**config.mk**
```make
export PLATFORM = sky130hd
export DESIGN_NAME = raifes_hasti_arbiter
export DESIGN_NICKNAME = d
export VERILOG_FILES = /design/src/rtl/raifes_hasti_arbiter.sv
export SDC_FILE = /design/constraint.sdc
export NUM_CORES = 1
export LEC_CHECK = 0
export BUFFER_PORTS_ARGS = -buffer_cell sky130_fd_sc_hd__buf_4
export CAP_MARGIN = 10
export CORE_UTILIZATION = 45
export DETAILED_ROUTE_END_ITERATION = 10
export PLACE_DENSITY = 0.79
export SLEW_MARGIN = 20
export SYNTH_ARGS = -nofsm -noshare
export SYNTH_HDL_FRONTEND = slang
export SYNTH_SLANG_ARGS = --single-unit
export TNS_END_PERCENT = 100
```
**constraint.sdc**
```tcl
create_clock -name clk -period 5.4 [get_ports clk]
set_clock_uncertainty 0.2 [all_clocks]
set_input_delay 1.08 -clock clk [delete_from_list [all_inputs] [get_ports clk]]
set_output_delay 1.08 -clock clk [all_outputs]
set_load 0.02 [all_outputs]
```
**src/rtl/raifes_hasti_arbiter.sv**
```systemverilog
// N-master to one-slave AHB-Lite arbiter with fixed-priority or round-robin selection,
// per-master hold registers for stalled address phases, and locked-sequence support.
module raifes_hasti_arbiter #(
  parameter int N_MASTERS = 2,
  parameter int ARB_MODE  = 1,
  parameter int AW        = 32,
  parameter int DW        = 32
) (
  input  logic                    clk,
  input  logic                    reset,
  input  logic [N_MASTERS*AW-1:0] m_haddr,
  input  logic [N_MASTERS-1:0]    m_hwrite,
  input  logic [N_MASTERS*3-1:0]  m_hsize,
  input  logic [N_MASTERS*2-1:0]  m_htrans,
  input  logic [N_MASTERS-1:0]    m_hmastlock,
  input  logic [N_MASTERS*DW-1:0] m_hwdata,
  output logic [DW-1:0]           m_hrdata,
  output logic [N_MASTERS-1:0]    m_hready,
  output logic [N_MASTERS-1:0]    m_hresp,
  output logic [AW-1:0]           s_haddr,
  output logic                    s_hwrite,
  output logic [2:0]              s_hsize,
  output logic [1:0]              s_htrans,
  output logic                    s_hmastlock,
  output logic [DW-1:0]           s_hwdata,
  input  logic [DW-1:0]           s_hrdata,
  input  logic                    s_hready,
  input  logic                    s_hresp
);

  localparam int IW = (N_MASTERS > 1) ? $clog2(N_MASTERS) : 1;

  localparam logic [1:0] ST_IDLE = 2'd0;
  localparam logic [1:0] ST_HELD = 2'd1;
  localparam logic [1:0] ST_DATA = 2'd2;

  localparam logic [IW-1:0] LAST_IDX = IW'(N_MASTERS - 1);

  logic [1:0]           state      [N_MASTERS];
  logic [AW-1:0]        hold_addr  [N_MASTERS];
  logic [2:0]           hold_size  [N_MASTERS];
  logic [1:0]           hold_trans [N_MASTERS];
  logic [N_MASTERS-1:0] hold_write;
  logic [N_MASTERS-1:0] hold_lock;

  logic [N_MASTERS-1:0] held;
  logic [N_MASTERS-1:0] in_data;
  logic [N_MASTERS-1:0] live;
  logic [N_MASTERS-1:0] cand;

  logic [AW-1:0]        req_addr  [N_MASTERS];
  logic [2:0]           req_size  [N_MASTERS];
  logic [1:0]           req_trans [N_MASTERS];
  logic [N_MASTERS-1:0] req_write;
  logic [N_MASTERS-1:0] req_lock;

  logic          owner_valid;
  logic [IW-1:0] owner_idx;
  logic [IW-1:0] last_grant;
  logic          lock_valid;
  logic [IW-1:0] lock_idx;

  logic          arb_en;
  logic          lock_hold;
  logic          grant_valid;
  logic [IW-1:0] grant_idx;
  logic [IW-1:0] rr_sel;

  assign arb_en   = s_hready & reset;
  assign m_hrdata = s_hrdata;

  // A held master presents its captured request; everyone else presents live inputs.
  always_comb begin
    for (int i = 0; i < N_MASTERS; i++) begin
      held[i]      = (state[i] == ST_HELD);
      in_data[i]   = (state[i] == ST_DATA);
      m_hready[i]  = in_data[i] ? s_hready : ~held[i];
      m_hresp[i]   = in_data[i] & s_hresp;
      live[i]      = m_htrans[2*i+1] & m_hready[i];
      cand[i]      = held[i] | live[i];
      req_addr[i]  = held[i] ? hold_addr[i]  : m_haddr[i*AW +: AW];
      req_size[i]  = held[i] ? hold_size[i]  : m_hsize[i*3 +: 3];
      req_trans[i] = held[i] ? hold_trans[i] : m_htrans[i*2 +: 2];
      req_write[i] = held[i] ? hold_write[i] : m_hwrite[i];
      req_lock[i]  = held[i] ? hold_lock[i]  : m_hmastlock[i];
    end
  end

  // Descending loops let the first candidate in search order overwrite the rest.
  always_comb begin
    grant_valid = 1'b0;
    grant_idx   = '0;
    rr_sel      = '0;
    lock_hold   = lock_valid & cand[lock_idx] & req_lock[lock_idx];
    if (arb_en) begin
      if (lock_hold) begin
        grant_valid = 1'b1;
        grant_idx   = lock_idx;
      end else if (ARB_MODE == 0) begin
        for (int i = N_MASTERS - 1; i >= 0; i--) begin
          if (cand[i]) begin
            grant_valid = 1'b1;
            grant_idx   = IW'(i);
          end
        end
      end else begin
        for (int k = N_MASTERS - 1; k >= 0; k--) begin
          rr_sel = IW'((int'(last_grant) + 1 + k) % N_MASTERS);
          if (cand[rr_sel]) begin
            grant_valid = 1'b1;
            grant_idx   = rr_sel;
          end
        end
      end
    end
  end

  always_comb begin
    s_haddr     = '0;
    s_hwrite    = 1'b0;
    s_hsize     = 3'b000;
    s_htrans    = 2'b00;
    s_hmastlock = 1'b0;
    if (grant_valid) begin
      s_haddr     = req_addr[grant_idx];
      s_hwrite    = req_write[grant_idx];
      s_hsize     = req_size[grant_idx];
      s_htrans    = req_trans[grant_idx];
      s_hmastlock = req_lock[grant_idx];
    end
  end

  always_comb begin
    s_hwdata = '0;
    for (int i = 0; i < N_MASTERS; i++) begin
      if (owner_valid && (owner_idx == IW'(i))) begin
        s_hwdata = m_hwdata[i*DW +: DW];
      end
    end
  end

  // Losing or stalled live requests are captured so the master sees an accepted address.
  always_ff @(posedge clk or negedge reset) begin
    if (!reset) begin
      for (int i = 0; i < N_MASTERS; i++) begin
        state[i]      <= ST_IDLE;
        hold_addr[i]  <= '0;
        hold_size[i]  <= 3'b000;
        hold_trans[i] <= 2'b00;
      end
      hold_write <= '0;
      hold_lock  <= '0;
    end else begin
      for (int i = 0; i < N_MASTERS; i++) begin
        if (grant_valid && (grant_idx == IW'(i))) begin
          state[i] <= ST_DATA;
        end else if (live[i]) begin
          state[i]      <= ST_HELD;
          hold_addr[i]  <= m_haddr[i*AW +: AW];
          hold_size[i]  <= m_hsize[i*3 +: 3];
          hold_trans[i] <= m_htrans[i*2 +: 2];
          hold_write[i] <= m_hwrite[i];
          hold_lock[i]  <= m_hmastlock[i];
        end else if (in_data[i] && s_hready) begin
          state[i] <= ST_IDLE;
        end
      end
    end
  end

  always_ff @(posedge clk or negedge reset) begin
    if (!reset) begin
      owner_valid <= 1'b0;
      owner_idx   <= '0;
      last_grant  <= LAST_IDX;
      lock_valid  <= 1'b0;
      lock_idx    <= '0;
    end else if (s_hready) begin
      owner_valid <= grant_valid;
      owner_idx   <= grant_idx;
      lock_valid  <= grant_valid & req_lock[grant_idx];
      lock_idx    <= grant_idx;
      if (grant_valid) begin
        last_grant <= grant_idx;
      end
    end
  end

endmodule

```
==> results of run 1 <==
[routing by layer]
metal	vias to the layer above	GRT usage	wire length, µm
li1	2155	-	-
met1	2316	0.296	6540
met4	0	0.126	539
met2	149	0.411	7640
met3	52	0.0699	1080
met5	-	0	0
[registers in the layout (all words and copies together) (netlist names)]
register and count:
hold_size 6, lock_valid 1, last_grant 1, owner_idx 1
hold_addr 64, hold_write 2, hold_lock 2, state 4
hold_trans 4, owner_valid 1
[power breakdown]
part / internal [mW] / total [mW] / switching (mW)
logic: 1.22 / 2.60 / 1.39
clock network: 0.500 / 0.762 / 0.262
registers: 0.972 / 1.17 / 0.202
[cell usage in the layout, fill, tap and decap left out, types with 8 or more instances in the layout]
cell	synthesis	final
a211oi_1	55	55
a211oi_2	20	20
and2_1	38	37
buf_4	35	228
clkbuf_16	0	9
dfrtp_1	85	84
inv_1	8	8
mux2_1	9	9
mux2_2	58	58
mux2_4	10	10
mux2i_1	72	72
nand2_1	10	10
nor2_1	43	43
[cell families after synthesis]
logic type | share of synthesized area
buffers and inverters | 0.0939
AO/OA/AOI/OAI | 0.149
flip-flops | 0.379
AND/OR/NAND/NOR | 0.0911
multiplexers | 0.286
[path summary, 6_finish.rpt]
kind	to	from	slack, ps
max	s_haddr[14]	state[3]$_DFFE_PN0P_	620
min	hold_trans[1]$_DFFE_PN0P_	hold_trans[1]$_DFFE_PN0P_	250
max reg2reg	hold_addr[23]$_DFFE_PN0P_	state[3]$_DFFE_PN0P_	2050
min reg2reg	hold_trans[1]$_DFFE_PN0P_	hold_trans[1]$_DFFE_PN0P_	250
max in group asynchronous	owner_idx$_DFFE_PN0P_	reset	3280
min in group asynchronous	hold_addr[10]$_DFFE_PN0P_	reset	680
[cell type report]
| class | count | area, µm² |
|---|---|---|
| well taps | 168 | 210 |
| clock buffers | 9 | 225 |
| flip-flops and latches | 86 | 2150 |
| repair buffers | 229 | 1730 |
| multi-input cells | 346 | 3020 |
| inverters | 8 | 30.0 |
| fillers | 1014 | 4650 |
| clock inverters | 7 | 144 |
[worst max-delay path: stages (launching register included)]
cell and delay (ps):
dfrtp_1 450, nand2b_2 590, mux2_4 490, o221ai_4 260
and2_4 480, buf_4 320, a211oi_1 80, a211oi_1 270
buf_4 190
==> key figures, run 1 <==
Status
  • Status: finished, final reports clean

Clock tree
  • Clock transition at path regs: 60 ps
  • TritonCTS Buffers: 9
  • Post-CTS setup buffer count: 0
  • Clk_lat worst skew: around 340 ps
  • CTS Sinks: between 80 and 90
  • Post-CTS Hold Fix Bufs: 0
  • CTS tree: yes
  • Max clock buf depth: 2
  • CTS Root Cell: clkbuf_16
  • H-tree depth: 3
  • Post-cts sizing count: 0

Timing
  • F_max: about 210 MHz
  • Final count of pins violating max slew: 0
  • Post-route setup TNS: 0 ps
  • RSZ-0062 raised after global routing: false
  • Final worst path period need: between 4000 and 5000 ps
  • Setup violators final: 0
  • Hold Fails Final Rpt: 0
  • Rel. slew slack: 0.359
  • Final period util: 0.884
  • Final WS setup: 624 ps
  • Worst slew pin tran: approximately 960 ps
  • Worst hold slack: between 200 and 300 ps

Setup path
  • CP required: roughly 4000 ps
  • CP Max Fanout: 40
  • Worst EP arrival: about 3500 ps
  • CP Launch Type: flip-flop
  • Critical setup path kind: reg2out
  • Cells on worst reg2reg path: 6
  • Kind of end point of the critical path: output pin

Floorplanning
  • Die X: between 100 and 150 µm
  • Rows: 40
  • Number of I/O pins: around 290
  • Die height: roughly 110 µm
  • Die ar.: roughly 13,000 µm²
  • Core area: 12,200 µm²
  • Starting Density: 0.467

Synth
  • Top-count cell post-synth: dfrtp_1
  • Primary FF master, synth: dfrtp_1
  • Post-synth EDFFs: 0
  • Async set-or-reset flop fraction in the synthesized netlist: 1.00
  • Netlist Area Pre-Place: between 5000 and 6000 µm²
  • Syn nets: 693
  • Syn_area_per_cell: about 11 µm²
  • Post-synth top area cell: dfrtp_1
  • #FFs+latches synth: 86
  • Post-Synthesis Cells: slightly above 500
  • Commonest cells in the netlist: dfrtp_1, mux2i_1, mux2_2, a211oi_1, nor2_1
  • Top cells by area, synth: dfrtp_1, mux2i_1, mux2_2, a211oi_1, buf_4
  • Post-synthesis cell type count: 40
  • Post-synth top area share: 0.375
  • Register area share after synthesis: 0.379
  • Synth Warn #: 0

Detailed routing
  • DRT iter0 DRCs: 278
  • DR WL/cell: approximately 19 µm
  • Drt drc: 0
  • Via count: between 4,000 and 5,000
  • Via-to-Cell Ratio: approximately 5.5
  • Routed WL: approximately 16,000 µm
  • Antenna-violating nets left: 0
  • DR pass1 iterations: 4

Layout
  • P&R area growth vs syn: 32.4%
  • Final nets: roughly 860
  • Final instance area: 7510 µm²
  • Diodes inserted: 0
  • Post-layout util: 0.618
  • Share of cells above drive strength 1: 0.504
  • Non-filler cells, final: about 850

Global routing
  • Grt ovf: 0
  • Vias in the first global route: 4,832
  • Total GRT Usage: 0.248
  • Antenna violations before repair: 0
  • Global-route wire length before repair: about 25,000 µm
  • Largest net degree at the start of global routing: 45

Placement
  • HPWL after DPL: between 10,000 and 15,000 µm
  • Post-DP Area: roughly 7100 µm²
  • Placed Instances: approximately 840
  • Final Wtd Congestion: around 0.84
  • Port buffer count: 220
  • Dpl ws: 844 ps

Worst hold path
  • Hold Crit Class: reg2reg
  • Hold path cells: 2

Power and ir drop
  • Total power: ~4.5 mW
  • Static leakage: approximately 3.5 nW
  • Maximum vdd ir drop: between 300 and 400 µV
  • Cell area power density: 604 nW/µm²

Run
  • Max Cap Viol: 0
Note: power is estimated with default switching activity, not from simulation.
==> run 2: changes to the inputs <==
Settings changed: BUFFER_PORTS_ARGS -buffer_cell sky130_fd_sc_hd__buf_4 to -buffer_cell sky130_fd_sc_hd__buf_2.
Clock period 5.4 ns to 6.1 ns, I/O delays scaled along.
==> run 2 against run 1 <==
Net effect:
- cell count is 0.12% higher
- design area decreased by 8.7%
- largest power group unchanged
- clock power decreased by 30%
- largest cell class unchanged
- combinational power is 17% lower
- worst setup slack better by 300 ps
==> key figures, run 2 (same netlist as run 1, synthesis figures left out) <==
Power and ir drop
  • Static leakage: between 3 and 4 nW
  • Maximum vdd ir drop: around 280 µV
  • Total power: 3.74 mW
  • Cell area power density: between 500 and 600 nW/µm²

Timing
  • Final worst path period need: just over 5000 ps
  • Setup violators final: 0
  • Final period util: 0.848
  • Post-route setup TNS: 0 ps
  • F_max: a little under 200 MHz
  • Final count of pins violating max slew: 0
  • Hold Fails Final Rpt: 0
  • Worst slew pin tran: 940 ps
  • RSZ-0062 raised after global routing: false
  • Rel. slew slack: 0.373

Clock tree
  • CTS Sinks: 86
  • Post-CTS Hold Fix Bufs: 0
  • CTS Root Cell: clkbuf_16
  • CTS tree: yes
  • Max clock buf depth: 2
  • TritonCTS Buffers: 9
  • H-tree depth: 3
  • Post-cts sizing count: 0
  • Clock transition at path regs: ~60 ps
  • Post-CTS setup buffer count: 0
  • Clk_lat worst skew: ~340 ps

Layout
  • Share of cells above drive strength 1: 0.501
  • P&R area growth vs syn: 20.9%
  • Most common cell after layout, fill and taps aside: buf_2
  • Most flop-heavy register: hold_addr
  • Non-filler cells, final: between 800 and 900
  • Fill count: 1,065
  • Top Registers: hold_addr (64), hold_size (6)
  • Max reg flops: 64
  • Final nets: approximately 860
  • Most frequent cells in the layout: buf_2, dfrtp_1, mux2i_1

Setup path
  • Critical setup path kind: reg2out
  • Kind of end point of the critical path: output pin
  • CP Launch Type: flip-flop
  • Crit path from: state[3]$_DFFE_PN0P_
  • CP required: approximately 4700 ps
  • Worst R2R Start: state[3]$_DFFE_PN0P_
  • Worst EP arrival: between 3000 and 4000 ps
  • CP Max Fanout: between 60 and 70

Floorplanning
  • Die height: ~110 µm
  • Core area: approximately 12,000 µm²
  • Number of I/O pins: around 290
  • Die ar.: between 10,000 and 15,000 µm²
  • Die X: between 100 and 150 µm
  • Rows: 40
  • Starting Density: 0.467

Detailed routing
  • Drt drc: 0
  • Via-to-Cell Ratio: between 5 and 6
  • DR pass1 iterations: 4
  • DRT iter0 DRCs: about 250
  • Routed WL: ~15,000 µm
  • DR WL/cell: around 18 µm
  • Antenna-violating nets left: 0
  • Via count: about 4,800

Placement
  • Final Wtd Congestion: between 0.8 and 0.9
  • Placed Instances: around 840
  • Port buffer count: 220
  • HPWL after DPL: between 10,000 and 15,000 µm

Global routing
  • Grt ovf: 0
  • Global-route wire length before repair: 23,900 µm
  • Total GRT Usage: 0.238
  • Antenna violations before repair: 1
  • Largest net degree at the start of global routing: 70
  • Vias in the first global route: approximately 4,700

Worst hold path
  • Hold Crit Class: reg2reg
  • Hold Startpoint: hold_trans[1]$_DFFE_PN0P_

Status
  • Status: finished, final reports clean

Run
  • Max Cap Viol: 0
## run 2: layout make-up
type / instances / area (µm²) / area share
multi-input combinational: 346 / 3010 / 0.439
sequential: 86 / 2150 / 0.314
clock inverter: 3 / 17.5 / 0.00255
inverter: 8 / 30.0 / 0.00438
antenna: 2 / 5.00 / 0.000730
timing repair buffer: 228 / 1160 / 0.170
clock buffer: 13 / 270 / 0.0394
tap: 168 / 210 / 0.0306
## run 2: critical path: stages (launching register included)
cell and delay, ps:
dfrtp_1 460, nand2b_2 590, mux2_4 490, o221ai_4 270, and2_4 760, buf_4 300, a211oi_1 60, a211oi_1 240
buf_2 200
## run 2: routing by layer
metal	vias to the layer above	global-route usage	wire, µm	part of all wire
met5	-	0	0	0
met2	174	0.386	7430	0.48
met4	0	0.119	435	0.028
met3	52	0.0588	1000	0.065
met1	2366	0.296	6480	0.42
li1	2158	-	-	-
## run 2: power breakdown
part           internal (mW)  switching (mW)  leakage (nW)
logic                  0.952            1.22          2.18
clock network          0.308           0.225         0.142
registers              0.861           0.181          1.00
total                   2.12            1.62          3.33
## run 2: worst paths after layout
kind	to	slack (ps)	depth (start not counted)
setup / recovery	s_htrans[0]	930	8
hold / removal	hold_trans[1]$_DFFE_PN0P_	260	2
setup reg to reg	hold_write[1]$_DFFE_PN0P_	2760	7
hold reg to reg	hold_trans[1]$_DFFE_PN0P_	260	2
max in group asynchronous	hold_addr[11]$_DFFE_PN0P_	4030	2
min in group asynchronous	hold_addr[54]$_DFFE_PN0P_	650	1
## run 2: per-stage QoR
stage / hold slack (ps) / instance area (µm²) / setup slack, ps / util
after floorplan: 215 / 5670 / 1790 / -
after CTS: 256 / 6860 / 883 / 0.564
after detailed placement: 241 / 6570 / 1040 / 0.540
after global routing: 295 / 6860 / 652 / 0.564
final: 260 / 6860 / 926 / 0.564
after global placement: 229 / 6570 / 1150 / 0.540
